<file path="src/rtl/matriz_pkg.sv">
// rtl/matriz_pkg.sv - shared geometry and pixel indexing for the 7x5 matrix
// Purpose: row/column counts, frame and column types, and the pix(r,c)
//          index function that also defines the wiring into the scanner.
// Ports:   none (package).
package matriz_pkg;

  localparam int LINHAS  = 7;
  localparam int COLUNAS = 5;
  localparam int PIXELS  = LINHAS * COLUNAS;

  typedef logic [LINHAS-1:0] coluna_t;
  typedef logic [PIXELS-1:0] quadro_t;

  // Frame bit holding row r, column c (c=0 is the leftmost column).
  function automatic int pix(input int r, input int c);
    return r * COLUNAS + c;
  endfunction

endpackage

</file>
<file path="src/rtl/rolagem_matriz_if.sv">
// rtl/rolagem_matriz_if.sv - column stream handshake into the scroll generator
// Purpose: groups the column data/valid/ready handshake.
// Ports:   col_data (7, row r in bit r), col_valid (source), col_ready (sink).
interface rolagem_matriz_if import matriz_pkg::*; ();

  coluna_t col_data;
  logic    col_valid;
  logic    col_ready;

  modport master (output col_data, output col_valid, input  col_ready);
  modport slave  (input  col_data, input  col_valid, output col_ready);

endinterface

</file>
<file path="src/rtl/rolagem_matriz_fifo.sv">
// rtl/rolagem_matriz_fifo.sv - column FIFO with first-word-fall-through head
// Purpose: FIFO_DEPTH x 7-bit column store; push/pop on the rising edge.
// Ports:   clk, rst (async, active high), limpar (sync clear), push, pop,
//          din (column in), head (oldest column), full, empty, count.
module fifo_colunas import matriz_pkg::*; #(
  parameter int FIFO_DEPTH = 8
) (
  input  logic                        clk,
  input  logic                        rst,
  input  logic                        limpar,
  input  logic                        push,
  input  logic                        pop,
  input  coluna_t                     din,
  output coluna_t                     head,
  output logic                        full,
  output logic                        empty,
  output logic [$clog2(FIFO_DEPTH):0] count
);

  localparam int AW = $clog2(FIFO_DEPTH);
  localparam logic [AW:0] DEPTH_V = (AW+1)'(FIFO_DEPTH);

  coluna_t       mem [FIFO_DEPTH];
  logic [AW-1:0] wr_ptr;
  logic [AW-1:0] rd_ptr;
  logic [AW:0]   count_next;
  logic          do_push;
  logic          do_pop;

  // Requests are masked here too, so the FIFO protects itself even if the
  // caller forgets to gate on full/empty.
  assign do_push = push && !full;
  assign do_pop  = pop && !empty;
  assign head    = mem[rd_ptr];

  always_comb begin
    count_next = count;
    if (do_push && !do_pop)
      count_next = count + 1'b1;
    else if (do_pop && !do_push)
      count_next = count - 1'b1;
  end

  // Flags are registered from the next count so col_ready has no path
  // back through the push/pop decision.
  always_ff @(posedge clk or posedge rst) begin
    if (rst) begin
      wr_ptr <= '0;
      rd_ptr <= '0;
      count  <= '0;
      full   <= 1'b0;
      empty  <= 1'b1;
    end else if (limpar) begin
      wr_ptr <= '0;
      rd_ptr <= '0;
      count  <= '0;
      full   <= 1'b0;
      empty  <= 1'b1;
    end else begin
      if (do_push)
        wr_ptr <= wr_ptr + 1'b1;
      if (do_pop)
        rd_ptr <= rd_ptr + 1'b1;
      count <= count_next;
      full  <= (count_next == DEPTH_V);
      empty <= (count_next == '0);
    end
  end

  // Storage needs no reset: it is only readable through a valid count.
  always_ff @(posedge clk) begin
    if (do_push && !limpar)
      mem[wr_ptr] <= din;
  end

endmodule

</file>
<file path="src/rtl/rolagem_matriz.sv">
// rtl/rolagem_matriz.sv - horizontal-scroll frame generator for the 7x5 matrix
// Purpose: queues incoming columns and, every SHIFT_DIV enabled cycles,
//          shifts the 5-column window left, inserting the FIFO head at the
//          right (column e).
// Ports:   clk, rst (async, active high), limpar (sync clear), enable,
//          col_if (column stream, slave side), quadro (35-bit frame,
//          bit pix(r,c)), fifo_count, ocioso (FIFO empty).
module rolagem_matriz import matriz_pkg::*; #(
  parameter int SHIFT_DIV  = 25_000_000,
  parameter int FIFO_DEPTH = 8,
  parameter int BLANK_FILL = 0
) (
  input  logic                        clk,
  input  logic                        rst,
  input  logic                        limpar,
  input  logic                        enable,
  rolagem_matriz_if.slave             col_if,
  output quadro_t                     quadro,
  output logic [$clog2(FIFO_DEPTH):0] fifo_count,
  output logic                        ocioso
);

  localparam int            CW      = $clog2(SHIFT_DIV);
  localparam logic [CW-1:0] CNT_MAX = CW'(SHIFT_DIV - 1);

  logic [CW-1:0] cnt;
  logic          tick;
  logic          full;
  logic          empty;
  logic          push;
  logic          pop;
  logic          shift;
  coluna_t       head;
  coluna_t       new_col;
  quadro_t       quadro_next;

  assign tick = enable && (cnt == CNT_MAX);

  // Ready depends only on the registered full flag, so a pop in the same
  // cycle never opens room for a push.
  assign col_if.col_ready = !full;
  assign push = col_if.col_valid && !full && !limpar;
  assign pop  = tick && !empty && !limpar;

  // Empty FIFO on a tick: shift in a blank column or hold the frame.
  assign shift   = tick && (!empty || (BLANK_FILL != 0));
  assign new_col = empty ? '0 : head;

  fifo_colunas #(.FIFO_DEPTH(FIFO_DEPTH)) u_fifo (
    .clk    (clk),
    .rst    (rst),
    .limpar (limpar),
    .push   (push),
    .pop    (pop),
    .din    (col_if.col_data),
    .head   (head),
    .full   (full),
    .empty  (empty),
    .count  (fifo_count)
  );

  assign ocioso = empty;

  always_comb begin
    quadro_next = quadro;
    if (shift) begin
      for (int r = 0; r < LINHAS; r++) begin
        for (int c = 0; c < COLUNAS-1; c++)
          quadro_next[pix(r, c)] = quadro[pix(r, c+1)];
        quadro_next[pix(r, COLUNAS-1)] = new_col[r];
      end
    end
  end

  always_ff @(posedge clk or posedge rst) begin
    if (rst) begin
      cnt    <= '0;
      quadro <= '0;
    end else if (limpar) begin
      cnt    <= '0;
      quadro <= '0;
    end else begin
      if (enable)
        cnt <= tick ? '0 : cnt + 1'b1;
      quadro <= quadro_next;
    end
  end

endmodule
</file>
<file path="src/flat_wrapper.sv">
// flat-port wrapper written by rule: the top's interface ports become plain ports
module rolagem_matriz_flat import matriz_pkg::*;
#(
  parameter int SHIFT_DIV  = 25_000_000,
  parameter int FIFO_DEPTH = 8,
  parameter int BLANK_FILL = 0
)
  (clk, rst, limpar, enable, quadro, fifo_count, ocioso, col_if_col_data, col_if_col_valid, col_if_col_ready);
  rolagem_matriz_if col_if_i ();
  input  logic clk;
  input  logic rst;
  input  logic limpar;
  input  logic enable;
  output quadro_t quadro;
  output logic [$clog2(FIFO_DEPTH):0] fifo_count;
  output logic ocioso;
  input wire logic [$bits(col_if_i.col_data)-1:0] col_if_col_data;
  input wire logic [$bits(col_if_i.col_valid)-1:0] col_if_col_valid;
  output wire logic [$bits(col_if_i.col_ready)-1:0] col_if_col_ready;
  assign col_if_i.col_data = col_if_col_data;
  assign col_if_i.col_valid = col_if_col_valid;
  assign col_if_col_ready = col_if_i.col_ready;
  rolagem_matriz #(.SHIFT_DIV(SHIFT_DIV), .FIFO_DEPTH(FIFO_DEPTH), .BLANK_FILL(BLANK_FILL)) u_core (.clk(clk), .rst(rst), .limpar(limpar), .enable(enable), .col_if(col_if_i), .quadro(quadro), .fifo_count(fifo_count), .ocioso(ocioso));
endmodule
</file>
<file path="config.mk">
export PLATFORM = sky130hd
export DESIGN_NAME = rolagem_matriz_flat
export DESIGN_NICKNAME = d
export VERILOG_FILES = /design/src/rtl/matriz_pkg.sv /design/src/rtl/rolagem_matriz_if.sv /design/src/rtl/rolagem_matriz_fifo.sv /design/src/rtl/rolagem_matriz.sv /design/src/flat_wrapper.sv
export SDC_FILE = /design/constraint.sdc
export NUM_CORES = 1
export LEC_CHECK = 0
export CELL_PAD_IN_SITES_DETAIL_PLACEMENT = 0
export CELL_PAD_IN_SITES_GLOBAL_PLACEMENT = 1
export CORE_MARGIN = 2
export CORE_UTILIZATION = 40
export DETAILED_ROUTE_END_ITERATION = 10
export PLACE_DENSITY = 0.71
export SLEW_MARGIN = 10
export SYNTH_ARGS = -nofsm -noshare
export SYNTH_HDL_FRONTEND = slang
export SYNTH_SLANG_ARGS = --single-unit
</file>
<file path="constraint.sdc">
create_clock -name clk -period 8.3 [get_ports clk]
set_input_delay 2.49 -clock clk [delete_from_list [all_inputs] [get_ports clk]]
set_output_delay 2.49 -clock clk [all_outputs]
set_load 0.01 [all_outputs]
</file>
==> results.md, run 1 <==
* Total core area at 13300 µm²
* Total non-filler cell area in the finished layout at 6718 µm²
* Crit path launch type: input port
* Final setup skew at 8.514 ps
* Cell Rows at 42
* Avg Vias per Cell at 4.978
* Initial core utilization at 41.20%
* Hold Path Depth at 2
* Fraction of synthesized area in multiplexers at 7.492%
* Number of global-route vias before repair at 3374
* Cell area after synthesis at 5478 µm²
* TritonCTS Sinks at 128
* Synth-to-Final Area Change at 22.64%
* Number of detailed-route iterations in the first pass at 4
* Dominant combinational cell family by area after synthesis: simple AND/OR/NAND/NOR gates
* Number of antenna violations at the first check in global routing at 0
* Worst Hold Class: flip-flop to flip-flop
* List of most frequent post-synthesis cells: 77 x nand2_1, 71 x dfrtp_1, 56 x edfxtp_1
* Cells resized by post-CTS repair at 0
* Placed Instance Area at 6156 µm²
* Drc violations at 0
* Wirelength, routed at 10740 µm
* Clock insertion delay at the later pin of the skew report at 420 ps
* Post-Synthesis Net Count at 465
* Share of the clock period used by the worst path after layout at 57.47%
* Total negative slack at 0 ps
* Count of final max-slew check failures at 0
* Peak supply drop at 0.1564 mV
* CP max stage delay at 870 ps
* CP max FO at 33
* Critical path buffer and inverter count at 1
* Die Y at 121.0 µm
* CP max-delay cell: or3_1
* Global-route wire length before repair at 17680 µm
* Number of storage elements in the synthesis netlist at 128
* Simple-Gate Fraction of Synth Area at 14.89%
* Number of DRC markers after the initial detailed-route iteration at 266
* Placed wire-length estimate at 6861 µm
* Wire per inst at 15.57 µm
* Kind of end point of the critical path: flip-flop
* Worst Slack Setup Final at 3530 ps
* Sum of overflow across all layers after global routing at 0
* Status: finished, final reports clean
* Compound-cell area share of the yosys netlist at 5.825%
* Critical path data arrival time at 5070 ps
* Layout Cells excl Fill at 690
* Top area cells in the synthesized netlist: dfrtp_1 32%, edfxtp_1 31%, mux4_2 5.8%
* Count of warnings emitted by yosys at 0
* Tightest slew margin relative to the limit at 23.99%
* CTS max path bufs at 2
* Gate Count Post-Synth at 448
* Highest clock rate at 209.6 MHz
* Place WS at 3078 ps
* Post-CTS Hold Buffers at 0
* Number of logic stages on the critical path including buffering at 7
* Adder-cell area share of the yosys netlist at 1.142%
* Number of distinct library cells after synthesis at 41
* Final net count at 518
* Total of buffers placed on input and output ports at 52
* Post-synth EDFFs at 56
* Fraction of the yosys area taken by sequential cells at 63.61%
* Cell area power density at 211.4 nW/µm²
* CTS H-Tree Depth at 4
* Setup bufs post-CTS at 0
* CTS tree: built
* Kind of cell adding the most delay to the critical path: simple AND/OR/NAND/NOR gates
* I/O pin cnt at 53
* Most used DFF post-synth: dfrtp_1
* Final Wtd Congestion at 0.7294
* Actual transition at the worst max-transition pin at 1140 ps
* Syn_area_per_cell at 12.23 µm²
* Area share of the largest cell type after synthesis at 32.43%
* Count of vias placed by the detailed router at 3435
* Top-count cell post-synth: nand2_1
* Cell taking the most area after synthesis: dfrtp_1
* Total inserted antenna cells at 0
* Count of antenna-violating nets left after detailed routing at 0
* Dpl cells at 658
* Layout cell share with drive strength beyond 1 at 11.28%
* Total routing resource utilization after global routing at 16.03%
* Unrepaired setup endpoints after global routing: no
* Root buf cell: clkbuf_16
* Fraction of registers with async set or reset after synthesis at 56.25%
* Hold violation total from the final report at 0
* Startpoint-to-endpoint class of the critical path: input port to flip-flop
* Critical path data required time at 8600 ps
* Xor/xnor share of the synthesized area at 4.957%
* Die area at 14650 µm²
* Leakage power total at 2.468 nW
* Die Span X at 121.0 µm
* Setup-failing EPs final at 0
* Crit path cell chain: clkdlybuf4s50_1 -> and4bb_1 -> nand4_1 -> or3_1 -> nor2_1 -> o21bai_1 -> a2111oi_2
* Worst-case hold slack at 519.9 ps
* Clock transition at the register clock pins on the worst setup and hold paths after CTS at 60 ps
* Post-layout min period at 4770 ps
* Number of violations of the max-capacitance limit at 0
* Cells on worst reg2reg path at 6
* Largest net degree at the start of global routing at 73
* Number of buffers inserted during clock tree synthesis at 17
* # fillers at 1148
worst min-delay path, cell delays in order, from the launching register on:
cell     delay [ps]
dfrtp_1         370
nand2_1          60
a21oi_1          50
report_power, final:
| part | switching [mW] | leakage, nW | internal (mW) |
|---|---|---|---|
| registers | 0.00571 | 1.50 | 0.670 |
| logic | 0.0312 | 0.695 | 0.0190 |
| clock network | 0.280 | 0.270 | 0.414 |
| total | 0.317 | 2.47 | 1.10 |
layer usage:
layer	global-route usage, %	part of all wire (%)	up-vias
met5	0	0	-
met4	6.541	1.1	0
met3	4.511	3.8	12
met2	25.74	50	49
met1	20.51	45	1681
li1	-	-	1693
registers in the layout (all words and copies together) (netlist names):
| register | count |
|---|---|
| u_core.cnt | 25 |
| u_core.quadro | 35 |
| u_core.u_fifo.count | 4 |
| u_core.u_fifo.empty | 1 |
| u_core.u_fifo.full | 1 |
| u_core.u_fifo.mem | 56 |
| u_core.u_fifo.rd_ptr | 3 |
| u_core.u_fifo.wr_ptr | 3 |
logic make-up (layout without fill, tap and decap cells):
logic type / Yosys count / count (layout)
AND/OR/NAND/NOR: 180 / 180
flip-flops: 128 / 128
AO/OA/AOI/OAI: 53 / 53
XOR/XNOR: 31 / 31
buffers and inverters: 28 / 94
multiplexers: 23 / 23
adder cells (fa/ha/maj): 5 / 5
path summary, 6_finish.rpt:
check | start | to | slack (ps)
setup / recovery | enable | u_core.u_fifo.full | 3530
hold / removal | u_core.quadro[25] | u_core.quadro[25] | 520
setup reg to reg | u_core.cnt[9] | u_core.u_fifo.full | 5620
hold reg to reg | u_core.quadro[25] | u_core.quadro[25] | 520
max in group asynchronous | rst | u_core.cnt[5] | 5020
min in group asynchronous | rst | u_core.quadro[21] | 2660
cell type report:
| cell class | count | area [µm²] | share of cell area (%) |
|---|---|---|---|
| Multi-Input combinational cell | 292 | 1879 | 27.98 |
| Inverter | 5 | 18.77 | 0.2794 |
| Timing Repair Buffer | 57 | 553.0 | 8.232 |
| Sequential cell | 128 | 3485 | 51.87 |
| Tap cell | 176 | 220.2 | 3.278 |
| Clock buffer | 17 | 425.4 | 6.333 |
| Clock inverter | 15 | 136.4 | 2.030 |
cells in the final DEF (no fill, tap or decap), types with 2 or more instances in the layout:
cell type,instances
or3_1,3
nand2b_1,8
nand3_1,8
inv_1,4
clkdlybuf4s50_1,51
a211oi_1,9
nand2_1,77
xor2_1,17
edfxtp_1,56
xnor2_1,14
and3_1,4
dfrtp_1,71
o21ai_0,3
clkinv_1,2
inv_6,4
nor3_1,4
clkinvlp_4,2
nor2_1,54
and4_1,2
mux2i_1,8
mux4_2,14
nand3b_1,2
clkinv_4,5
ha_1,5
clkbuf_16,17
a21oi_1,34
buf_4,5
nor4_1,2
nand4_1,9
per-stage QoR:
| step | util (%) | total power, mW |
|---|---|---|
| 6_report | 50.53 | 1.420 |
| 5_1_grt | 50.53 | 1.474 |
| 4_1_cts | 50.53 | 1.438 |
| 3_5_place_dp | 46.30 | 0.7397 |
| 3_3_place_gp | 46.30 | 0.7381 |
| 2_1_floorplan | - | 0.7179 |
(Power assumes the default switching activity.)
==> run 2: changes to the inputs <==
--- a/config.mk
+++ b/config.mk
@@ -10,7 +10,7 @@
 export CORE_MARGIN = 2
 export CORE_UTILIZATION = 40
 export DETAILED_ROUTE_END_ITERATION = 10
-export PLACE_DENSITY = 0.71
+export PLACE_DENSITY = 0.74
 export SLEW_MARGIN = 10
 export SYNTH_ARGS = -nofsm -noshare
 export SYNTH_HDL_FRONTEND = slang
==> constraint.sdc (replaced) <==
create_clock -name clk -period 4.1 [get_ports clk]
set_input_delay 1.23 -clock clk [delete_from_list [all_inputs] [get_ports clk]]
set_output_delay 1.23 -clock clk [all_outputs]
set_load 0.01 [all_outputs]
==> results.md, run 2 (synthesized netlist as in run 1, its figures left out) <==
* Total core area at 13300 µm²
* Net Switching at 0.6437 mW
* Placed wire-length estimate at 7164 µm
* Total of buffers placed on input and output ports at 52
* Unrepaired setup endpoints after global routing: no
* Timing startpoint of the critical path: enable
* CTS max path bufs at 2
* Sequential Power Share at 47.6%
* Cell Rows at 42
* Die area at 14650 µm²
* Post-layout min period at 3255 ps
* Post-CTS Hold Buffers at 0
* TritonCTS Sinks at 128
* Number of detailed-route iterations in the first pass at 4
* Total inserted antenna cells at 0
* Final setup skew at 7.327 ps
* Flip-flop count of the largest register after layout at 56
* Synth-to-Final Area Change at 23.96%
* Worst-case hold slack at 519.6 ps
* Wirelength, routed at 10970 µm
* Total routing resource utilization after global routing at 16.32%
* Leakage power total at 2.504 nW
* Avg Vias per Cell at 5.033
* Die Span X at 121.0 µm
* Worst Hold Class: flip-flop to flip-flop
* Switching power share of the total at 22.36%
* I/O pin cnt at 53
* Worst Slack Setup Final at 845.4 ps
* Total negative slack at 0 ps
* Drc violations at 0
* Number of antenna violations at the first check in global routing at 0
* Cell area power density at 423.9 nW/µm²
* Status: finished, final reports clean
* Layout cell share with drive strength beyond 1 at 12.67%
* Most used cells in the layout excluding fill and tap cells: 77 x nand2_1, 71 x dfrtp_1, 56 x edfxtp_1, 54 x nor2_1, 51 x clkdlybuf4s50_1
* Crit path cell chain: clkdlybuf4s50_1 -> and4bb_1 -> nand4_1 -> nor3_4 -> mux2_4 -> xnor2_1 -> a2111oi_2
* Place WS at 408.0 ps
* Count of final max-slew check failures at 0
* Clock transition at the register clock pins on the worst setup and hold paths after CTS at 60 ps
* Share of the clock period used by the worst path after layout at 79.38%
* Internal power component at 2.235 mW
* Placed Instance Area at 6228 µm²
* CP max FO at 9
* Critical path data arrival time at 3550 ps
* Setup-failing EPs final at 0
* Setup bufs post-CTS at 0
* Number of buffers inserted during clock tree synthesis at 17
* # fillers at 1159
* Critical path data required time at 4400 ps
* Cells on worst reg2reg path at 6
* Final net count at 526
* Hold wc startpoint: u_core.quadro[20]
* Hold violation total from the final report at 0
* Startpoint-to-endpoint class of the critical path: input port to flip-flop
* Part of the power in the clock network at 48.8%
* Largest registers in the final layout: u_core.u_fifo.mem x56, u_core.quadro x35, u_core.cnt x25
* Peak supply drop at 0.3584 mV
* Hold Path Depth at 2
* Wire per inst at 15.73 µm
* Sum of overflow across all layers after global routing at 0
* Clock insertion delay at the later pin of the skew report at 410 ps
* Tightest slew margin relative to the limit at 34.50%
* Global-route wire length before repair at 18150 µm
* Number of violations of the max-capacitance limit at 0
* CP max-delay cell: clkdlybuf4s50_1
* Largest net degree at the start of global routing at 48
* Die Y at 121.0 µm
* Count of vias placed by the detailed router at 3508
* Most common library cell in the layout ignoring fill and taps: nand2_1
* Overall power at 2.879 mW
* CTS H-Tree Depth at 4
* Final Wtd Congestion at 0.7823
* Register bank with the most flops: u_core.u_fifo.mem
* Crit path launch type: input port
* Combinational share of power at 3.6%
* CP max stage delay at 630 ps
* Initial core utilization at 41.20%
* Actual transition at the worst max-transition pin at 982.5 ps
* Startpoint of the most critical register-to-register path: u_core.cnt[10]
* Root buf cell: clkbuf_16
* Total non-filler cell area in the finished layout at 6790 µm²
* Kind of end point of the critical path: flip-flop
* Number of global-route vias before repair at 3513
* Number of DRC markers after the initial detailed-route iteration at 235
* CTS tree: built
* Count of antenna-violating nets left after detailed routing at 0
* Highest clock rate at 307.3 MHz
* Cells resized by post-CTS repair at 0
## run 2: cell types whose count changed in the layout (fill, tap and decap cells not counted)
cell / before / now
inv_6: 4 / 2
clkinvlp_4: 2 / 4
inv_8: 0 / 1
buf_12: 0 / 1
clkinv_1: 2 / 1
clkinv_2: 1 / 0
buf_4: 5 / 12
## run 2: final timing paths
path / slack, ps / endpoint
max: 850 / u_core.u_fifo.full
min: 520 / u_core.quadro[20]
max reg2reg: 1550 / u_core.u_fifo.full
min reg2reg: 520 / u_core.quadro[20]
max in group asynchronous: 2050 / u_core.u_fifo.empty
min in group asynchronous: 1210 / u_core.quadro[16]
## run 2: metal layers
layer	track usage [%]	wire length (µm)
met1	22.60	5201
met2	24.51	5220
met3	5.733	413
met4	4.360	131
met5	0	0
## run 2: area by class of cell
cell class                      count  area, µm²  share of cell area [%]
Tap cell                          176      220.2                   3.243
Clock inverter                     14      136.4                   2.008
Multi-Input combinational cell    292       1879                   27.68
Sequential cell                   128       3485                   51.32
Clock buffer                       17      425.4                   6.265
Inverter                            5      18.77                  0.2764
Timing Repair Buffer               65      625.6                   9.213
## run 2: critical path, delay by kind of cell
family | cells | cell delay (ps)
mux | 1 | 350
xor+xnor | 1 | 140
buf+inv | 1 | 630
compound gates | 1 | 280
simple gates | 3 | 910
## run 2: power groups by stage
stage                     Sequential, mW  Combinational (mW)  Clock (mW)
final                               1.37               0.105        1.40
after global routing                1.37               0.119        1.50
after CTS                           1.37               0.108        1.44
after detailed placement            1.39               0.107           0
after global placement              1.39               0.105           0
after floorplan                     1.39              0.0613           0
## run 2: metrics by stage
| stage | instances | util [%] |
|---|---|---|
| after floorplan | 448 | - |
| after global placement | 666 | 46.85 |
| after detailed placement | 666 | 46.85 |
| after CTS | 697 | 51.07 |
| after global routing | 697 | 51.07 |
| final | 697 | 51.07 |
